File: src/rtl/alu_sequencer_pkg.sv
// Shared types and constants for the accumulator-ALU control stage.
//   data_src_t   : operand source select driven to the ALU
//   seq_state_t  : sequencer FSM states
//   COND_*       : branch condition codes (instruction bits [W+7:W+5])
//   *_OFS        : instruction field offsets, relative to bit WIDTH
package alu_sequencer_pkg;

  typedef enum logic [1:0] {
    DS_MEM = 2'b00,
    DS_IMM = 2'b01,
    DS_REG = 2'b11
  } data_src_t;

  typedef enum logic [2:0] {
    IDLE,
    FETCH,
    OPER,
    EXEC,
    BRANCH,
    HALT
  } seq_state_t;

  localparam logic [2:0] COND_ALWAYS = 3'b000;
  localparam logic [2:0] COND_Z      = 3'b001;
  localparam logic [2:0] COND_NZ     = 3'b010;
  localparam logic [2:0] COND_CY     = 3'b011;
  localparam logic [2:0] COND_NCY    = 3'b100;
  localparam logic [2:0] COND_S      = 3'b101;
  localparam logic [2:0] COND_O      = 3'b110;
  localparam logic [2:0] COND_HALT   = 3'b111;

  // Field positions above the immediate; the absolute bit is WIDTH + offset.
  localparam int OP_OFS    = 5;
  localparam int SRC_OFS   = 3;
  localparam int CE_A_OFS  = 2;
  localparam int CE_CY_OFS = 1;
  localparam int KIND_OFS  = 0;

  // Raw src field to ALU select; 2'b10 is an alias of the memory source.
  function automatic data_src_t src_to_ds(input logic [1:0] src);
    data_src_t ds;
    unique case (src)
      2'b01:   ds = DS_IMM;
      2'b11:   ds = DS_REG;
      default: ds = DS_MEM;
    endcase
    return ds;
  endfunction

endpackage

File: src/rtl/alu_seq_cond.sv
// Combinational branch-condition evaluator.
//   cond    : condition code from the instruction word
//   flag_*  : registered ALU flags
//   taken   : branch goes to the target
//   halt    : condition code requests HALT (taken is 0 then)
module alu_seq_cond
  import alu_sequencer_pkg::*;
(
  input  logic [2:0] cond,
  input  logic       flag_cy,
  input  logic       flag_z,
  input  logic       flag_s,
  input  logic       flag_o,
  output logic       taken,
  output logic       halt
);

  always_comb begin
    // NOTE: every always_comb output gets a default first so no path leaves
    // it unassigned, which would otherwise infer a latch.
    taken = 1'b0;
    halt  = 1'b0;
    unique case (cond)
      COND_ALWAYS: taken = 1'b1;
      COND_Z:      taken = flag_z;
      COND_NZ:     taken = ~flag_z;
      COND_CY:     taken = flag_cy;
      COND_NCY:    taken = ~flag_cy;
      COND_S:      taken = flag_s;
      COND_O:      taken = flag_o;
      COND_HALT:   halt  = 1'b1;
      default:     taken = 1'b0;
    endcase
  end

endmodule

File: src/rtl/alu_sequencer.sv
// Control stage in front of the accumulator ALU: fetches instruction words
// over a req/valid handshake, issues memory-operand reads, drives the ALU
// control inputs and evaluates conditional branches on the ALU flags.
//   start                  : level; leaves IDLE/HALT, fetch resumes at pc 0
//   instr_req/addr/valid/data : program-memory fetch handshake
//   mem_rd, mem_addr       : one-cycle data-memory read strobe and address
//   reg_sel                : register-file select
//   data_src, immediate, op, ce_a, ce_cy : ALU controls
//   flag_cy/z/s/o          : registered ALU flags
//   pc, busy, halted       : status
module alu_sequencer
  import alu_sequencer_pkg::*;
#(
  parameter int WIDTH     = 8,
  parameter int PC_W      = 8,
  parameter int REG_SEL_W = 3
) (
  input  logic                 clk,
  input  logic                 rst,
  input  logic                 start,
  output logic                 instr_req,
  output logic [PC_W-1:0]      instr_addr,
  input  logic                 instr_valid,
  input  logic [WIDTH+7:0]     instr_data,
  output logic                 mem_rd,
  output logic [WIDTH-1:0]     mem_addr,
  output logic [REG_SEL_W-1:0] reg_sel,
  output data_src_t            data_src,
  output logic [WIDTH-1:0]     immediate,
  output logic [2:0]           op,
  output logic                 ce_a,
  output logic                 ce_cy,
  input  logic                 flag_cy,
  input  logic                 flag_z,
  input  logic                 flag_s,
  input  logic                 flag_o,
  output logic [PC_W-1:0]      pc,
  output logic                 busy,
  output logic                 halted
);

  localparam int IR_W = WIDTH + 8;
  // Reset IR decodes as an immediate-source op 0 with zero immediate.
  localparam logic [IR_W-1:0] IR_RST = {3'b000, DS_IMM, 3'b000, {WIDTH{1'b0}}};

  seq_state_t      state_q, state_d;
  logic [PC_W-1:0] pc_q, pc_d;
  logic [IR_W-1:0] ir_q;
  logic            ir_load;
  logic            br_taken, br_halt;

  // Decode of the incoming word, used only to choose the post-fetch state.
  logic       new_kind;
  logic [1:0] new_src;
  assign new_kind = instr_data[WIDTH+KIND_OFS];
  assign new_src  = instr_data[WIDTH+SRC_OFS +: 2];

  alu_seq_cond u_cond (
    .cond    (ir_q[WIDTH+OP_OFS +: 3]),
    .flag_cy (flag_cy),
    .flag_z  (flag_z),
    .flag_s  (flag_s),
    .flag_o  (flag_o),
    .taken   (br_taken),
    .halt    (br_halt)
  );

  always_ff @(posedge clk or negedge rst) begin
    if (!rst) begin
      state_q <= IDLE;
      pc_q    <= '0;
      ir_q    <= IR_RST;
    end else begin
      // NOTE: sequential state uses non-blocking assignments so every
      // register samples pre-edge values regardless of statement order.
      state_q <= state_d;
      pc_q    <= pc_d;
      if (ir_load) ir_q <= instr_data;
    end
  end

  always_comb begin
    state_d = state_q;
    pc_d    = pc_q;
    ir_load = 1'b0;
    unique case (state_q)
      IDLE, HALT: begin
        if (start) begin
          state_d = FETCH;
          pc_d    = '0;
        end
      end
      FETCH: begin
        if (instr_valid) begin
          ir_load = 1'b1;
          if (new_kind)               state_d = BRANCH;
          else if (src_to_ds(new_src) == DS_MEM) state_d = OPER;
          else                        state_d = EXEC;
        end
      end
      OPER: state_d = EXEC;
      EXEC: begin
        pc_d    = pc_q + PC_W'(1);
        state_d = FETCH;
      end
      BRANCH: begin
        if (br_halt) begin
          state_d = HALT;
        end else begin
          pc_d    = br_taken ? ir_q[PC_W-1:0] : pc_q + PC_W'(1);
          state_d = FETCH;
        end
      end
      default: state_d = IDLE;
    endcase
  end

  // Strobes are decoded from the state register alone, so an asynchronous
  // reset drops them in the same instant it forces IDLE.
  assign instr_req  = (state_q == FETCH);
  assign mem_rd     = (state_q == OPER);
  assign ce_a       = (state_q == EXEC) && ir_q[WIDTH+CE_A_OFS];
  assign ce_cy      = (state_q == EXEC) && ir_q[WIDTH+CE_CY_OFS];
  assign busy       = (state_q != IDLE) && (state_q != HALT);
  assign halted     = (state_q == HALT);
  assign instr_addr = pc_q;
  assign pc         = pc_q;

  // ALU controls come straight from IR, which only changes on a fetch.
  assign data_src   = src_to_ds(ir_q[WIDTH+SRC_OFS +: 2]);
  assign op         = ir_q[WIDTH+OP_OFS +: 3];
  assign immediate  = ir_q[WIDTH-1:0];
  assign mem_addr   = ir_q[WIDTH-1:0];
  assign reg_sel    = ir_q[REG_SEL_W-1:0];

endmodule

File: config.mk
export PLATFORM = sky130hd
export DESIGN_NAME = alu_sequencer
export DESIGN_NICKNAME = d
export VERILOG_FILES = /design/src/rtl/alu_sequencer_pkg.sv /design/src/rtl/alu_seq_cond.sv /design/src/rtl/alu_sequencer.sv
export SDC_FILE = /design/constraint.sdc
export NUM_CORES = 1
export LEC_CHECK = 0
export CAP_MARGIN = 20
export CORE_MARGIN = 2
export CORE_UTILIZATION = 46
export CTS_CLUSTER_SIZE = 25
export DETAILED_ROUTE_END_ITERATION = 8
export GPL_TIMING_DRIVEN = 0
export PLACE_DENSITY = 0.84
export SLEW_MARGIN = 20
export SYNTH_ARGS = -nofsm -noshare
export SYNTH_HDL_FRONTEND = slang
export SYNTH_HIERARCHICAL = 1
export SYNTH_SLANG_ARGS = --single-unit
export TNS_END_PERCENT = 1
File: constraint.sdc
create_clock -name clk -period 4 [get_ports clk]
set_input_delay 0.4 -clock clk [delete_from_list [all_inputs] [get_ports clk]]
set_output_delay 0.4 -clock clk [all_outputs]
set_load 0.01 [all_outputs]
==> results_tabular.tex <==
\begin{tabular}{lr}
\hline
Metric & Value \\
\hline
\multicolumn{2}{l}{\textbf{Layout}} \\
\quad Post-route cell area & 2520 sq um \\
\quad Final standard cell utilization of the core & 0.699 \\
\quad Total Nets Final & 267 \\
\quad Share of cells above drive strength 1 & 0.278 \\
\quad Count of inserted antenna diode cells & 0 \\
\quad Area Overhead vs Synth & 48.0\% \\
\multicolumn{2}{l}{\textbf{Routing}} \\
\quad DRC violation count after routing & 0 \\
\quad First drt pass iteration count & 4 \\
\quad Post-DR vias/cell & 5.01 \\
\quad Total number of vias & 1448 \\
\quad WL per Instance & 13.3 microns \\
\quad Total Wirelength & 3.84 mm \\
\quad Count of routing violations after the opening detailed-route iteration & 82 \\
\quad Routed Antenna Nets & 0 \\
\multicolumn{2}{l}{\textbf{CTS}} \\
\quad Clock net sink count & 26 \\
\quad Latest clock arrival within the worst-skew pair & 0.27 ns \\
\quad Root Buffer & clkbuf\_8 \\
\quad Post-CTS setup buffer count & 0 \\
\quad Post-CTS clock slew at the launch and capture registers of the worst setup and hold paths & 0.09 ns \\
\quad TritonCTS clock tree & done \\
\quad Count of instances resized after the clock tree is built & 0 \\
\quad Clock buffer count from CTS & 3 \\
\quad Number of buffers inserted by hold repair at cts & 0 \\
\quad H-Tree Level Count & 1 \\
\quad Worst-case clock buffer depth & 2 \\
\multicolumn{2}{l}{\textbf{Timing}} \\
\quad Final worst-path cycle share & 0.582 \\
\quad Final min period & 2.33 ns \\
\quad Slew at the pin closest to its max-slew limit & 0.588 ns \\
\quad Remaining max-slew budget at the tightest pin & 0.608 \\
\quad Clock tree skew after final layout & 0.00188 ns \\
\quad Number of hold-slack violations in the final timing report & 0 \\
\quad Unrepaired setup endpoints after global routing & no \\
\quad Number of endpoints failing setup at the final stage & 0 \\
\quad Setup TNS & 0 ns \\
\quad Final worst hold slack & 0.118 ns \\
\quad Final Max Tran Viols & 0 \\
\quad Post-route setup slack & 1.67 ns \\
\quad F\_max & 0.430 GHz \\
\multicolumn{2}{l}{\textbf{Die}} \\
\quad Total Die Area & 4200 sq um \\
\quad Initial Utilization & 0.472 \\
\quad Floorplan Core Area & 3610 sq um \\
\quad Num rows & 22 \\
\quad Die height & 64.8 microns \\
\quad Ports & 70 \\
\quad Die width & 64.8 microns \\
\multicolumn{2}{l}{\textbf{Yosys}} \\
\quad Synthesized instance count & 168 \\
\quad Synth warnings & 6 \\
\quad Post-synth EDFFs & 0 \\
\quad Number of nets produced by synthesis & 193 \\
\quad Syn Area/Cell & 10.1 sq um \\
\quad Number of different library cells in the post-synthesis netlist & 44 \\
\quad Number of synthesized register bits & 26 \\
\quad Fraction of the yosys area taken by sequential cells & 0.383 \\
\quad FFs w/ async S/R, synth & 1.00 \\
\quad Cell area after synthesis & 1700 sq um \\
\quad Main synth FF type & dfrtp\_1 \\
\multicolumn{2}{l}{\textbf{Critical path}} \\
\quad Maximum fanout along the worst path & 8 \\
\quad Sort of element at the start of the critical path & input port \\
\quad Reg-to-Reg End & instr\_addr[7] \\
\quad Reg-to-reg slack, setup & 1.74 ns \\
\quad Reg-to-Reg Start & ir\_q[13] \\
\quad Crit Path Class & in -> reg \\
\quad Required time worst endpoint & 4.22 ns \\
\quad Arrival time reported for the critical path endpoint & 2.54 ns \\
\quad Setup crit end kind & flip-flop \\
\quad Logic depth of the worst register-to-register path & 8 \\
\multicolumn{2}{l}{\textbf{Flow run}} \\
\quad Reported max-cap violation count & 0 \\
\multicolumn{2}{l}{\textbf{Global routing}} \\
\quad GRT Overall Usage & 0.193 \\
\quad Total congestion overflow & 0 \\
\quad Vias in the first global route & 1400 \\
\quad Global-route wire length before repair & 6.40 mm \\
\quad Initial antenna violation count & 0 \\
\quad Maximum number of pins on one net before global-route repair & 27 \\
\multicolumn{2}{l}{\textbf{Placement}} \\
\quad Final weighted congestion of routability-driven global placement & 0.788 \\
\quad Placed instance area & 2450 sq um \\
\quad Buffers added on ports & 69 \\
\quad Setup WS pre-CTS & 1.40 ns \\
\quad Half-perimeter wire length of the detailed placement result & 2.90 mm \\
\multicolumn{2}{l}{\textbf{Pwr}} \\
\quad Largest voltage drop on the vdd net & 0.431 mV \\
\quad Power density cells & 766 nW/um\^{}2 \\
\quad Leakage Power & 1.05 nW \\
\multicolumn{2}{l}{\textbf{Worst hold path}} \\
\quad Worst hold path type & in -> async \\
\multicolumn{2}{l}{\textbf{Run status}} \\
\quad Result of the run & completed \\
\hline
\end{tabular}
==> how the worst max path moves through the flow <==
stage | from | end | cells after the start
5_1_grt | flag_s | instr_addr[7] | 9
4_1_cts | flag_s | instr_addr[7] | 9
6_report | flag_s | instr_addr[7] | 9
3_5_place_dp | flag_s | instr_addr[7] | 9
3_3_place_gp | flag_s | instr_addr[2] | 8
2_1_floorplan | ir_q[13] | instr_addr[2] | 7
==> worst max-delay path, stage by stage <==
cell             delay (ns)
clkdlybuf4s50_1        0.50
nor2b_4                0.04
o32a_1                 0.33
a21oi_1                0.40
nor4bb_1               0.31
buf_2                  0.22
nand2_1                0.08
o41ai_1                0.07
a22o_1                 0.19
==> area by class of cell <==
class                   instances  area [sq um]
fillers                       287          1090
multi-input cells             101           754
repair buffers                 69           686
flip-flops and latches         26           652
plain buffers                  39           289
well taps                      48          60.1
clock buffers                   3          41.3
clock inverters                 1          30.0
inverters                       2          7.51
==> report_power, final <==
group	leakage, nW	switching (mW)	total, mW	internal, mW
combinational	0.693	0.446	1.20	0.752
sequential	0.319	0.138	0.516	0.378
clock	0.0357	0.0837	0.218	0.134
==> metrics by stage <==
| stage | power, mW | cells |
|---|---|---|
| floorplan | 1.21 | 168 |
| finish | 1.93 | 289 |
| CTS | 1.95 | 289 |
| detailed placement | 1.72 | 285 |
| global placement | 1.69 | 285 |
| global route | 2.06 | 289 |
==> metal layers <==
metal	up-vias	global-route usage	routed length (microns)
li1	716	-	-
met1	693	0.254	1690
met2	35	0.322	1970
met3	4	0.0417	141
met4	0	0.0505	34
met5	-	0	0
==> placed cells by master, fill, tap and decap left out, types with 2 or more instances in the layout <==
| cell type | instances |
|---|---|
| clkdlybuf4s50_1 | 68 |
| buf_4 | 33 |
| dfrtp_1 | 25 |
| mux2_2 | 15 |
| nor2_1 | 9 |
| nand2_1 | 9 |
| nand2b_1 | 6 |
| a22o_1 | 6 |
| a21oi_1 | 6 |
| o21ai_0 | 5 |
| and2_1 | 4 |
| buf_2 | 4 |
| o22ai_1 | 4 |
| nor3_1 | 3 |
| nand3_1 | 3 |
| o41ai_1 | 3 |
| clkbuf_8 | 3 |
| inv_1 | 2 |
| buf_6 | 2 |
| or2_1 | 2 |
| a31oi_1 | 2 |
| o31ai_1 | 2 |
==> cell usage after synthesis, drive strengths merged (2+ instances only) <==
cell / instances / area, sq um
dfrtp: 25 / 626
nand2: 9 / 33.8
o31ai: 2 / 15.0
o21ai: 5 / 25.0
o41ai: 3 / 26.3
and2: 4 / 25.0
nor3: 3 / 15.0
buf: 38 / 285
inv: 2 / 7.51
nor2b: 2 / 20.0
or2: 2 / 12.5
nand2b: 7 / 51.3
a21oi: 6 / 30.0
mux2: 15 / 169
a22o: 6 / 52.6
o22ai: 4 / 25.0
a31oi: 2 / 12.5
nor2: 10 / 40.0
nand3: 3 / 15.0
==> sequential cells by signal, summed over array words and instances, names as in the netlist <==
name,count
state_q,3
instr_addr,8
ir_q,15
==> cells by family (layout without fill, tap and decap cells) <==
kind of cell,after synthesis,in the layout,share of synthesized area
buffers and inverters,41,114,0.174
xor gates and xnor gates,1,1,0.00514
adders and majority gates,1,1,0.00735
and+or+nand+nor,48,48,0.172
muxes,16,16,0.105
AOI/OAI and AO/OA,35,35,0.154
DFF,26,26,0.383
Note: power is estimated with default switching activity, not from simulation.
